File: src/rtl/alu_operand_stage_pkg.sv
// Shared encodings for the ID/EX operand stage: ALU opcodes, operand selects, datapath widths.
package alu_operand_stage_pkg;

    localparam int ALUOP_WIDTH = 5;
    localparam int REG_W       = 5;
    localparam int DATA_W      = 32;

    typedef enum logic [ALUOP_WIDTH-1:0] {
        ALU_NOP = 5'd0,
        ALU_ADD = 5'd1,
        ALU_SUB = 5'd2,
        ALU_AND = 5'd3,
        ALU_OR  = 5'd4,
        ALU_XOR = 5'd5,
        ALU_NOR = 5'd6,
        ALU_SLT = 5'd7,
        ALU_SLL = 5'd8,
        ALU_SRL = 5'd9,
        ALU_SRA = 5'd10,
        ALU_LUI = 5'd11
    } alu_op_e;

    localparam logic A_SEL_RS    = 1'b0;
    localparam logic A_SEL_SHAMT = 1'b1;
    localparam logic B_SEL_RT    = 1'b0;
    localparam logic B_SEL_IMM   = 1'b1;

    function automatic logic [DATA_W-1:0] shamt_ext(input logic [REG_W-1:0] shamt);
        return {{(DATA_W-REG_W){1'b0}}, shamt};
    endfunction

endpackage

File: src/rtl/alu_operand_stage_if.sv
// Decode-side and EX-side handshake bundle of the ID/EX operand stage.
interface alu_operand_stage_if #(parameter int ALUOP_W = alu_operand_stage_pkg::ALUOP_WIDTH);
    import alu_operand_stage_pkg::*;

    logic                id_valid;
    logic                id_ready;
    logic [REG_W-1:0]    id_rs_addr;
    logic [REG_W-1:0]    id_rt_addr;
    logic [REG_W-1:0]    id_rd_addr;
    logic                id_reg_we;
    logic [DATA_W-1:0]   id_rs_data;
    logic [DATA_W-1:0]   id_rt_data;
    logic [DATA_W-1:0]   id_imm;
    logic [REG_W-1:0]    id_shamt;
    logic                id_a_sel;
    logic                id_b_sel;
    logic [ALUOP_W-1:0]  id_alu_op;

    logic                ex_valid;
    logic                ex_ready;
    logic [DATA_W-1:0]   ex_a;
    logic [DATA_W-1:0]   ex_b;
    logic [ALUOP_W-1:0]  ex_op;
    logic [REG_W-1:0]    ex_rd;
    logic                ex_we;

    modport master (
        output id_valid, id_rs_addr, id_rt_addr, id_rd_addr, id_reg_we,
               id_rs_data, id_rt_data, id_imm, id_shamt, id_a_sel, id_b_sel,
               id_alu_op, ex_ready,
        input  id_ready, ex_valid, ex_a, ex_b, ex_op, ex_rd, ex_we
    );

    modport slave (
        input  id_valid, id_rs_addr, id_rt_addr, id_rd_addr, id_reg_we,
               id_rs_data, id_rt_data, id_imm, id_shamt, id_a_sel, id_b_sel,
               id_alu_op, ex_ready,
        output id_ready, ex_valid, ex_a, ex_b, ex_op, ex_rd, ex_we
    );

endinterface

File: src/rtl/alu_operand_stage_operand_bypass.sv
// Forwarding mux for one register-sourced operand: MEM (non-load) beats WB beats register file.
module operand_bypass
    import alu_operand_stage_pkg::*;
(
    input  logic [REG_W-1:0]  addr,
    input  logic [DATA_W-1:0] rf_data,
    input  logic              mem_we,
    input  logic              mem_is_load,
    input  logic [REG_W-1:0]  mem_rd,
    input  logic [DATA_W-1:0] mem_data,
    input  logic              wb_we,
    input  logic [REG_W-1:0]  wb_rd,
    input  logic [DATA_W-1:0] wb_data,
    output logic [DATA_W-1:0] data
);

    always_comb begin
        data = rf_data;
        if (addr != '0) begin
            if (mem_we && !mem_is_load && (mem_rd == addr)) begin
                data = mem_data;
            end else if (wb_we && (wb_rd == addr)) begin
                data = wb_data;
            end
        end
    end

endmodule

File: src/rtl/alu_operand_stage.sv
// ID/EX register feeding the ALU: operand bypass, load-use interlock, valid/ready handshake,
// flush and a saturating stall counter.
module alu_operand_stage
    import alu_operand_stage_pkg::*;
#(
    parameter int ALUOP_W = ALUOP_WIDTH,
    parameter int CNT_W   = 16
) (
    input  logic                clk,
    input  logic                rst_n,
    input  logic                flush,
    alu_operand_stage_if.slave  bus,
    input  logic                mem_we,
    input  logic                mem_is_load,
    input  logic [REG_W-1:0]    mem_rd,
    input  logic [DATA_W-1:0]   mem_data,
    input  logic                wb_we,
    input  logic [REG_W-1:0]    wb_rd,
    input  logic [DATA_W-1:0]   wb_data,
    output logic [CNT_W-1:0]    stall_cnt
);

    logic                valid_q, we_q, a_sel_q, b_sel_q;
    logic [DATA_W-1:0]   a_q, b_q;
    logic [ALUOP_W-1:0]  op_q;
    logic [REG_W-1:0]    rd_q, rs_q, rt_q;
    logic [DATA_W-1:0]   rs_fwd, rt_fwd;
    logic                load_use, id_ready, capture, a_snoop, b_snoop;

    operand_bypass u_byp_a (
        .addr(bus.id_rs_addr), .rf_data(bus.id_rs_data),
        .mem_we, .mem_is_load, .mem_rd, .mem_data,
        .wb_we, .wb_rd, .wb_data, .data(rs_fwd)
    );

    operand_bypass u_byp_b (
        .addr(bus.id_rt_addr), .rf_data(bus.id_rt_data),
        .mem_we, .mem_is_load, .mem_rd, .mem_data,
        .wb_we, .wb_rd, .wb_data, .data(rt_fwd)
    );

    // A load in MEM cannot forward yet; only sources the instruction actually reads interlock.
    assign load_use = mem_we && mem_is_load && (mem_rd != '0) &&
                      (((bus.id_a_sel == A_SEL_RS) && (bus.id_rs_addr == mem_rd)) ||
                       ((bus.id_b_sel == B_SEL_RT) && (bus.id_rt_addr == mem_rd)));

    assign id_ready = (!valid_q || bus.ex_ready) && !load_use && !flush;
    assign capture  = bus.id_valid && id_ready;

    assign a_snoop = wb_we && (wb_rd != '0) && (a_sel_q == A_SEL_RS) && (wb_rd == rs_q);
    assign b_snoop = wb_we && (wb_rd != '0) && (b_sel_q == B_SEL_RT) && (wb_rd == rt_q);

    always_ff @(posedge clk or negedge rst_n) begin
        if (!rst_n) begin
            valid_q <= 1'b0;
            we_q    <= 1'b0;
            a_q     <= '0;
            b_q     <= '0;
            op_q    <= '0;
            rd_q    <= '0;
            rs_q    <= '0;
            rt_q    <= '0;
            a_sel_q <= A_SEL_RS;
            b_sel_q <= B_SEL_RT;
        end else if (flush) begin
            valid_q <= 1'b0;
            we_q    <= 1'b0;
        end else if (capture) begin
            valid_q <= 1'b1;
            we_q    <= bus.id_reg_we;
            a_q     <= (bus.id_a_sel == A_SEL_SHAMT) ? shamt_ext(bus.id_shamt) : rs_fwd;
            b_q     <= (bus.id_b_sel == B_SEL_IMM) ? bus.id_imm : rt_fwd;
            op_q    <= bus.id_alu_op;
            rd_q    <= bus.id_rd_addr;
            rs_q    <= bus.id_rs_addr;
            rt_q    <= bus.id_rt_addr;
            a_sel_q <= bus.id_a_sel;
            b_sel_q <= bus.id_b_sel;
        end else if (valid_q && bus.ex_ready) begin
            valid_q <= 1'b0;
            we_q    <= 1'b0;
        end else if (valid_q) begin
            // Held instruction keeps tracking WB so it never leaves with stale data.
            if (a_snoop) a_q <= wb_data;
            if (b_snoop) b_q <= wb_data;
        end
    end

    always_ff @(posedge clk or negedge rst_n) begin
        if (!rst_n) begin
            stall_cnt <= '0;
        end else if (bus.id_valid && !id_ready && (stall_cnt != '1)) begin
            stall_cnt <= stall_cnt + 1'b1;
        end
    end

    assign bus.id_ready = id_ready;
    assign bus.ex_valid = valid_q;
    assign bus.ex_a     = a_q;
    assign bus.ex_b     = b_q;
    assign bus.ex_op    = op_q;
    assign bus.ex_rd    = rd_q;
    assign bus.ex_we    = we_q && valid_q;

endmodule
File: src/flat_wrapper.sv
// flat-port wrapper written by rule: the top's interface ports become plain ports
module alu_operand_stage_flat import alu_operand_stage_pkg::*;
#(
    parameter int ALUOP_W = ALUOP_WIDTH,
    parameter int CNT_W   = 16
)
  (clk, rst_n, flush, mem_we, mem_is_load, mem_rd, mem_data, wb_we, wb_rd, wb_data, stall_cnt, bus_id_valid, bus_id_rs_addr, bus_id_rt_addr, bus_id_rd_addr, bus_id_reg_we, bus_id_rs_data, bus_id_rt_data, bus_id_imm, bus_id_shamt, bus_id_a_sel, bus_id_b_sel, bus_id_alu_op, bus_ex_ready, bus_id_ready, bus_ex_valid, bus_ex_a, bus_ex_b, bus_ex_op, bus_ex_rd, bus_ex_we);
  alu_operand_stage_if #(.ALUOP_W(ALUOP_W)) bus_i ();
  input  logic clk;
  input  logic rst_n;
  input  logic flush;
  input  logic mem_we;
  input  logic mem_is_load;
  input  logic [REG_W-1:0] mem_rd;
  input  logic [DATA_W-1:0] mem_data;
  input  logic wb_we;
  input  logic [REG_W-1:0] wb_rd;
  input  logic [DATA_W-1:0] wb_data;
  output logic [CNT_W-1:0] stall_cnt;
  input wire logic [$bits(bus_i.id_valid)-1:0] bus_id_valid;
  input wire logic [$bits(bus_i.id_rs_addr)-1:0] bus_id_rs_addr;
  input wire logic [$bits(bus_i.id_rt_addr)-1:0] bus_id_rt_addr;
  input wire logic [$bits(bus_i.id_rd_addr)-1:0] bus_id_rd_addr;
  input wire logic [$bits(bus_i.id_reg_we)-1:0] bus_id_reg_we;
  input wire logic [$bits(bus_i.id_rs_data)-1:0] bus_id_rs_data;
  input wire logic [$bits(bus_i.id_rt_data)-1:0] bus_id_rt_data;
  input wire logic [$bits(bus_i.id_imm)-1:0] bus_id_imm;
  input wire logic [$bits(bus_i.id_shamt)-1:0] bus_id_shamt;
  input wire logic [$bits(bus_i.id_a_sel)-1:0] bus_id_a_sel;
  input wire logic [$bits(bus_i.id_b_sel)-1:0] bus_id_b_sel;
  input wire logic [$bits(bus_i.id_alu_op)-1:0] bus_id_alu_op;
  input wire logic [$bits(bus_i.ex_ready)-1:0] bus_ex_ready;
  output wire logic [$bits(bus_i.id_ready)-1:0] bus_id_ready;
  output wire logic [$bits(bus_i.ex_valid)-1:0] bus_ex_valid;
  output wire logic [$bits(bus_i.ex_a)-1:0] bus_ex_a;
  output wire logic [$bits(bus_i.ex_b)-1:0] bus_ex_b;
  output wire logic [$bits(bus_i.ex_op)-1:0] bus_ex_op;
  output wire logic [$bits(bus_i.ex_rd)-1:0] bus_ex_rd;
  output wire logic [$bits(bus_i.ex_we)-1:0] bus_ex_we;
  assign bus_i.id_valid = bus_id_valid;
  assign bus_i.id_rs_addr = bus_id_rs_addr;
  assign bus_i.id_rt_addr = bus_id_rt_addr;
  assign bus_i.id_rd_addr = bus_id_rd_addr;
  assign bus_i.id_reg_we = bus_id_reg_we;
  assign bus_i.id_rs_data = bus_id_rs_data;
  assign bus_i.id_rt_data = bus_id_rt_data;
  assign bus_i.id_imm = bus_id_imm;
  assign bus_i.id_shamt = bus_id_shamt;
  assign bus_i.id_a_sel = bus_id_a_sel;
  assign bus_i.id_b_sel = bus_id_b_sel;
  assign bus_i.id_alu_op = bus_id_alu_op;
  assign bus_i.ex_ready = bus_ex_ready;
  assign bus_id_ready = bus_i.id_ready;
  assign bus_ex_valid = bus_i.ex_valid;
  assign bus_ex_a = bus_i.ex_a;
  assign bus_ex_b = bus_i.ex_b;
  assign bus_ex_op = bus_i.ex_op;
  assign bus_ex_rd = bus_i.ex_rd;
  assign bus_ex_we = bus_i.ex_we;
  alu_operand_stage #(.ALUOP_W(ALUOP_W), .CNT_W(CNT_W)) u_core (.clk(clk), .rst_n(rst_n), .flush(flush), .bus(bus_i), .mem_we(mem_we), .mem_is_load(mem_is_load), .mem_rd(mem_rd), .mem_data(mem_data), .wb_we(wb_we), .wb_rd(wb_rd), .wb_data(wb_data), .stall_cnt(stall_cnt));
endmodule
File: config.mk
export PLATFORM = sky130hd
export DESIGN_NAME = alu_operand_stage_flat
export DESIGN_NICKNAME = d
export VERILOG_FILES = /design/src/rtl/alu_operand_stage_pkg.sv /design/src/rtl/alu_operand_stage_if.sv /design/src/rtl/alu_operand_stage_operand_bypass.sv /design/src/rtl/alu_operand_stage.sv /design/src/flat_wrapper.sv
export SDC_FILE = /design/constraint.sdc
export NUM_CORES = 1
export LEC_CHECK = 0
export ABC_AREA = 1
export ABC_CLOCK_PERIOD_IN_PS = 2000
export CAP_MARGIN = 20
export CORE_ASPECT_RATIO = 0.8
export CORE_MARGIN = 2
export CORE_UTILIZATION = 45
export CTS_CLUSTER_SIZE = 40
export DETAILED_ROUTE_END_ITERATION = 12
export GPL_TIMING_DRIVEN = 0
export PLACE_DENSITY = 0.81
export SLEW_MARGIN = 20
export SYNTH_ARGS = -nofsm -noshare
export SYNTH_HDL_FRONTEND = slang
export SYNTH_HIERARCHICAL = 1
export SYNTH_SLANG_ARGS = --single-unit
File: constraint.sdc
create_clock -name clk -period 2 [get_ports clk]
set_clock_uncertainty 0.05 [all_clocks]
set_input_delay 0.2 -clock clk [delete_from_list [all_inputs] [get_ports clk]]
set_output_delay 0.2 -clock clk [all_outputs]
set_load 0.1 [all_outputs]
==> impl_metrics.yaml <==
flow_run:
  drv_cap: 0
layout:
  multi_input_area_mm2: 0.00565
  area_growth_pct: 45.3
  fin_area_mm2: 0.0130
  seq_area_mm2: 0.00263
  fin_nets: 2092
  layout-drive-gt1-share_pct: 11.9
  fillers: 1873
global_routing:
  antenna_found_initial: 2
  grt_pass1_wl_um: 59300
  grt_max_degree: 61
  grt_pass1_vias: 11000
  grt_util_all_layers_pct: 36.4
  grt-ovfl-total: 0
synth:
  syn_nets: 1757
  yosysSeqAreaShare_pct: 29.1
  synthTopCellsByArea: "dfrtp_1 29%, nand2_1 24%, nor2_1 13%"
  async_flop_share_pct: 100
  post_synth.cell_area_avg_um2: 5.77
  ys_warn_count: 6
  synth.top_cell.area_share_pct: 29.1
  synth_top_area_cell: "dfrtp_1"
  synth-seq-cells: 104
  syn_inst: 1550
  post_synth_num_cell_types: 35
  synth_flop_cell: "dfrtp_1"
  synth_edf_count: 0
  netlist_area_mm2: 0.00894
drt:
  viasPerCell: 5.60
  ant_nets: 0
  post-route-drc-count: 0
  detail_route.first_pass.iterations: 6
  drtIter0Drc: 1764
  wl_per_cell_um: 18.2
  detailroute.via_count: 12100
  wirelength_um: 39300
die:
  fp.dieArea_mm2: 0.0210
  start_util_pct: 45.4
  ios: 299
  die_height_um: 130
  rows: 46
  fp.coreArea_mm2: 0.0197
  die_w_um: 162
placement:
  io_buffers: 296
  postPlaceCellArea_mm2: 0.0123
  gp_congestion: 0.989
  dpl.hpwl_um: 30100
clock_network:
  clk_pin_slew_ns: 0.08
  clock_sinks: 104
  cts_max_path_buffers: 2
  cts_root_buffer: "clkbuf_16"
  h-tree-depth: 3
  cts_tree: "yes"
  clk_latency_ns: 0.36
  numCtsBuffers: 9
power:
  power_switching_w: 0.00668
  internal_power_w: 0.00500
  pwr-share-clk_pct: 15.0
  p_comb_share_pct: 58.8
  ir_drop_mv: 0.811
  switching_share_pct: 57.2
  total_power_w: 0.0117
  seqPwrFrac_pct: 26.1
  p_per_area_mw_per_mm2: 899
  p_leak_nw: 7.11
sta:
  fin_crit_sh_pct: 102
  finalWorstPathRequiredPeriod_ns: 2.03
  fmax_mhz: 492
  setup_viol: 2
  finalWorstSetupSlack_ns: -0.0316
  maxSlewHeadroom_pct: 33.0
  hold_violations: 0
  rsz0062_at_grt: "true"
  finalMaxSlewViolations: 0
  tightest_slew_ns: 1.01
outcome:
  failed_checks: "setup timing"
  outcome: "finished, violations left"
setup_path:
  worst_setup_path_start_kind: "input port"
  worst_setup_path_end_kind: "register"
  worstPathMaxFanout: 10
  worstPathArrival_ns: 2.24
  critPathKind: "input port to register"
  cp.required_ns: 2.21
hold_path:
  min_path_type: "input port to register"
power groups by stage:
stage          combinational (W)  sequential (W)  clock (W)
5_1_grt                  0.00717         0.00313    0.00185
3_5_place_dp             0.00705         0.00311          0
4_1_cts                  0.00677         0.00305    0.00178
3_3_place_gp             0.00698         0.00309          0
2_1_floorplan            0.00130         0.00676          0
6_report                 0.00687         0.00305    0.00175
timing repair:
action / in CTS / in global routing
setup buffers: 22 / 9
hold endpoints to repair: 44 / 0
resized for setup: 181 / 93
endpoints found under the setup margin: 193 / 101
hold buffers: 1 / 0
pin swaps: 21 / 22
flip-flops by register name, summed over array words and instances (netlist names):
signal and count:
u_core/bus.ex_valid 1, u_core/b_sel_q 1, u_core/we_q 1, u_core/bus.ex_rd 5, u_core/bus.ex_b 32, u_core/stall_cnt 16
u_core/bus.ex_op 5, u_core/rt_q 5, u_core/bus.ex_a 32, u_core/rs_q 5, u_core/a_sel_q 1
worst paths after layout:
kind | startpoint | to | slack [ns] | cells after the start
setup / recovery | mem_is_load | u_core/bus.ex_a[4] | -0.03 | 17
hold / removal | bus_id_rt_addr[0] | u_core/rt_q[0] | 0.09 | 3
setup reg to reg | u_core/bus.ex_valid | u_core/bus.ex_a[1] | 0.09 | 9
hold reg to reg | u_core/bus.ex_a[26] | u_core/bus.ex_a[26] | 0.42 | 2
max in group asynchronous | rst_n | u_core/bus.ex_b[13] | 0.96 | 3
min in group asynchronous | rst_n | u_core/bus.ex_a[5] | 0.27 | 2
layout by cell type (no fill, tap or decap), drive strengths merged, types with 4 or more instances in the layout:
cell type / netlist / layout
a21oi: 63 / 63
buf: 72 / 94
clkbuf: 36 / 71
clkdlybuf4s50: 0 / 179
clkinv: 2 / 4
dfrtp: 104 / 104
dlygate4sd2: 0 / 94
inv: 95 / 97
nand2: 578 / 578
nand3: 88 / 88
nand4: 130 / 130
nor2: 319 / 319
nor3: 7 / 7
o21ai: 27 / 27
xnor2: 6 / 6
xor2: 9 / 9
metrics by stage:
stage,worst slack [ns],TNS (ns),utilization [%],cells,hold slack (ns)
2_1_floorplan,-0.00576,-0.0323,-,1550,-0.146
3_3_place_gp,-3.96,-418.41,62.5,2110,0.406
3_5_place_dp,-0.956,-74.51,62.7,2111,0.109
4_1_cts,0.00124,0,65.3,2149,0.238
5_1_grt,-0.0634,-0.449,66.0,2156,0.113
6_report,-0.0316,-0.0431,66.0,2156,0.0914
worst max-delay path: stages:
cell	delay, ns
dlygate4sd2_1	0.27
nor2_2	0.13
nand2_1	0.09
nor2_4	0.25
nand3_4	0.16
nand2_4	0.12
buf_12	0.11
buf_6	0.13
nand2_1	0.05
nand2_1	0.08
nand2_1	0.08
nand2_1	0.09
nand2_1	0.06
nand4_1	0.11
nand2_1	0.12
nand3_1	0.12
nand2_1	0.06
area by class of cell:
type	instances	share of cell area, %
Antenna cell	2	0.0385
Buffer	103	4.98
Clock buffer	10	1.76
Clock inverter	6	0.404
Inverter	97	2.80
Multi-Input combinational cell	1241	43.5
Sequential cell	104	20.3
Tap cell	264	2.54
Timing Repair Buffer	329	23.7
cells by family (layout without fill, tap and decap cells):
family / Yosys count / in the layout / share of synthesized area [%]
buffers and inverters: 205 / 545 / 10.1
AO/OA/AOI/OAI: 99 / 99 / 5.97
flip-flops: 104 / 104 / 29.1
XOR/XNOR: 15 / 15 / 1.47
other: 0 / 2 / 0
AND/OR/NAND/NOR: 1126 / 1126 / 53.2
adder cells (fa/ha/maj): 1 / 1 / 0.140
synthesized netlist by cell type (all sizes together) (6+ instances only):
cell / instances
a21oi: 63
xnor2: 6
buf: 72
inv: 95
dfrtp: 104
nand4: 130
nand3: 88
nor2: 319
o21ai: 27
nand2: 578
xor2: 9
nor3: 7
clkbuf: 36
layer usage:
layer | vias to the layer above | part of all wire [%] | wire length [um] | global-route usage [%]
li1 | 5630 | - | - | -
met1 | 5522 | 42 | 16400 | 51.2
met2 | 821 | 43 | 16800 | 55.8
met3 | 109 | 12 | 4770 | 7.31
met4 | 0 | 3.4 | 1330 | 13.5
met5 | - | 0 | 0 | 0
Note: power is estimated with default switching activity, not from simulation.
==> variant (same flow settings) <==
The package constant `REG_W` goes from 5 to 10.
--- a/src/rtl/alu_operand_stage_pkg.sv
+++ b/src/rtl/alu_operand_stage_pkg.sv
@@ -4,3 +4,3 @@
     localparam int ALUOP_WIDTH = 5;
-    localparam int REG_W       = 5;
+    localparam int REG_W       = 10;
     localparam int DATA_W      = 32;
Interface: changed (7 resized); port bits go from 299 to 334. No check against the original RTL was run, so the function may have changed too.
==> variant against the original RTL <==
The flow finishes with violations (hold timing, setup timing). Worst hold slack got worse by 0.095 ns. Critical path depth fell by 10. Register-to-register slack got worse by 0.09 ns. Sequential cell count rose by 15. Global-route usage fell by 1.3 points. Worst setup slack improved by 0.016 ns. Total power rose by 14%. Routed wire length rose by 23%. Count of clock-buffer cells in the layout rose by 9. Non-clock buffer count rose by 56. Via count rose by 17%. Design area rose by 27%. Area after synthesis rose by 25%. Critical path type unchanged. Largest power group unchanged. Highest routed layer unchanged.
==> variant: results (changes against the original RTL) <==
metric;value;unit;change
ys_types;34;;was 35
leakagePower;9.709;nW;was 7.106 nW
drtIter0Drc;1591;;was 1764
status;finished with violations;;unchanged
holdWs;-0.003440;ns;was 0.09144 ns
violations;hold timing, setup timing;;was setup timing
grt_start_max_net_pins;65;;was 61
setup_viol;1;;was 2
critPathCapture;u_core/bus.ex_a[10]$_DFFE_PN0P_;;was u_core/bus.ex_a[4]$_DFFE_PN0P_
cpPeakStageDelay;0.63;ns;was 0.27 ns
reg2reg_to;u_core/bus.ex_b[15]$_DFFE_PN0P_;;was u_core/bus.ex_a[1]$_DFFE_PN0P_
io_buffers;331;;was 296
clk_pin_slew;0.06;ns;was 0.08 ns
irDropWorstVdd;0.0006892;V;was 0.0008113 V
synth_area_leaders;nand2_1 27%, dfrtp_1 27%, inv_1 11%;;was dfrtp_1 29%, nand2_1 24%, nor2_1 13%
synth_xor_area_share;2.747;%;was 1.469%
final_hold_viol_count;1;;was 0
cts_made_buffers;17;;was 9
fin_nets;2603;;was 2092
clock_latency;0.43;ns;was 0.36 ns
num_vias;14180;;was 12080
cp_slowest_cell;clkdlybuf4s50_1;;was dlygate4sd2_1
wl_per_cell;17.95;um;was 18.25 um
grt_pass1_wl;70.39;mm;was 59.29 mm
r2r-start;u_core/rt_q[4]$_DFFE_PN0P_;;was u_core/bus.ex_valid$_DFFE_PN0P_
synth_common_cells;816 x nand2_1, 338 x inv_1, 222 x nand3_1;;was 575 x nand2_1, 312 x nor2_1, 130 x nand4_1
startpoint;bus_id_valid;;was mem_is_load
htreeDepth;4;;was 3
place_ws;-1.351;ns;was -0.9560 ns
cp_top_family;buffers and inverters;;was simple AND/OR/NAND/NOR gates
synth_compound_area_share;1.828;%;was 5.973%
antenna_found_initial;4;;was 2
dpl.hpwl;36.48;mm;was 30.09 mm
relSlewSlack;29.88;%;was 33.01%
place_area;14960;um2;was 12340 um2
place_congestion;1.000;;was 0.9890
syn_nets;2198;;was 1757
finalWorstSetupSlack;-0.01578;ns;was -0.03165 ns
## variant: changes by cell type in the layout (fill, tap and decap cells not counted), moves of 34 or more
cell | unedited run | this run
nand4_1 | 130 | 70
inv_1 | 82 | 334
a21oi_1 | 62 | 3
nand3_1 | 76 | 212
nand2_2 | 7 | 41
nor2_1 | 303 | 80
nand2_1 | 569 | 776
mux2_2 | 0 | 42
## variant: final cells by class
type,count,area (um2)
fillers,2257,7855
multi-input cells,1347,6573
repair buffers,392,3790
flip-flops and latches,119,3007
inverters,393,1481
plain buffers,96,689.4
clock buffers,19,442.9
well taps,318,397.9
clock inverters,13,130.1
diodes,4,10.01
## variant: cell families after synthesis
logic type               count (synthesis)
buffers and inverters                  495
adder cells (fa/ha/maj)                  1
multiplexers                            42
XOR/XNOR                                35
flip-flops                             119
AND/OR/NAND/NOR                       1233
AO/OA/AOI/OAI                           36
## variant: where the power goes
| group | internal [mW] | switching, mW |
|---|---|---|
| logic | 1.63 | 5.24 |
| clock network | 1.85 | 1.16 |
| registers | 2.98 | 0.422 |
| total | 6.46 | 6.82 |
## variant: per-stage QoR
step | TNS, ns | cells | util [%]
finish | -0.01578 | 2701 | 67.78
global route | -2.490 | 2700 | 67.77
CTS | -0.02703 | 2671 | 65.38
detailed placement | -111.02 | 2611 | 61.36
global placement | -605.92 | 2610 | 61.24
floorplan | -0.2521 | 1961 | -
## variant: per-layer routing
metal  vias to the layer above  global-route usage (%)  routed length (um)
li1                       6717                       -                   -
met1                      6452                   49.91               20900
met2                       901                   53.50               20880
met3                       111                   5.856                5066
met4                         0                   13.03                1632
met5                         -                       0                   0
## variant: repair_timing
| item | CTS | global route |
|---|---|---|
| setup buffers | 29 | 21 |
| endpoints found under the hold margin | 63 | 0 |
| pin swaps | 19 | 37 |
| hold buffers | 1 | 0 |
| gates resized for setup | 316 | 235 |
| setup endpoints to repair | 215 | 102 |
| gates cloned | 0 | 9 |
## variant: worst min-delay path by stage
stage	startpoint	endpoint	slack (ns)	depth (start not counted)
detailed placement	rst_n	u_core/bus.ex_b[8]$_DFFE_PN0P_	0.18	1
global placement	u_core/bus.ex_a[1]$_DFFE_PN0P_	u_core/bus.ex_a[1]$_DFFE_PN0P_	0.40	2
CTS	bus_id_rt_addr[3]	u_core/rt_q[3]$_DFFE_PN0P_	0.04	3
floorplan	rst_n	u_core/a_sel_q$_DFFE_PN0P_	-0.15	0
global route	bus_id_rs_addr[4]	u_core/rs_q[4]$_DFFE_PN0P_	0.02	3
finish	bus_id_rs_addr[5]	u_core/rs_q[5]$_DFFE_PN0P_	-0.003	3
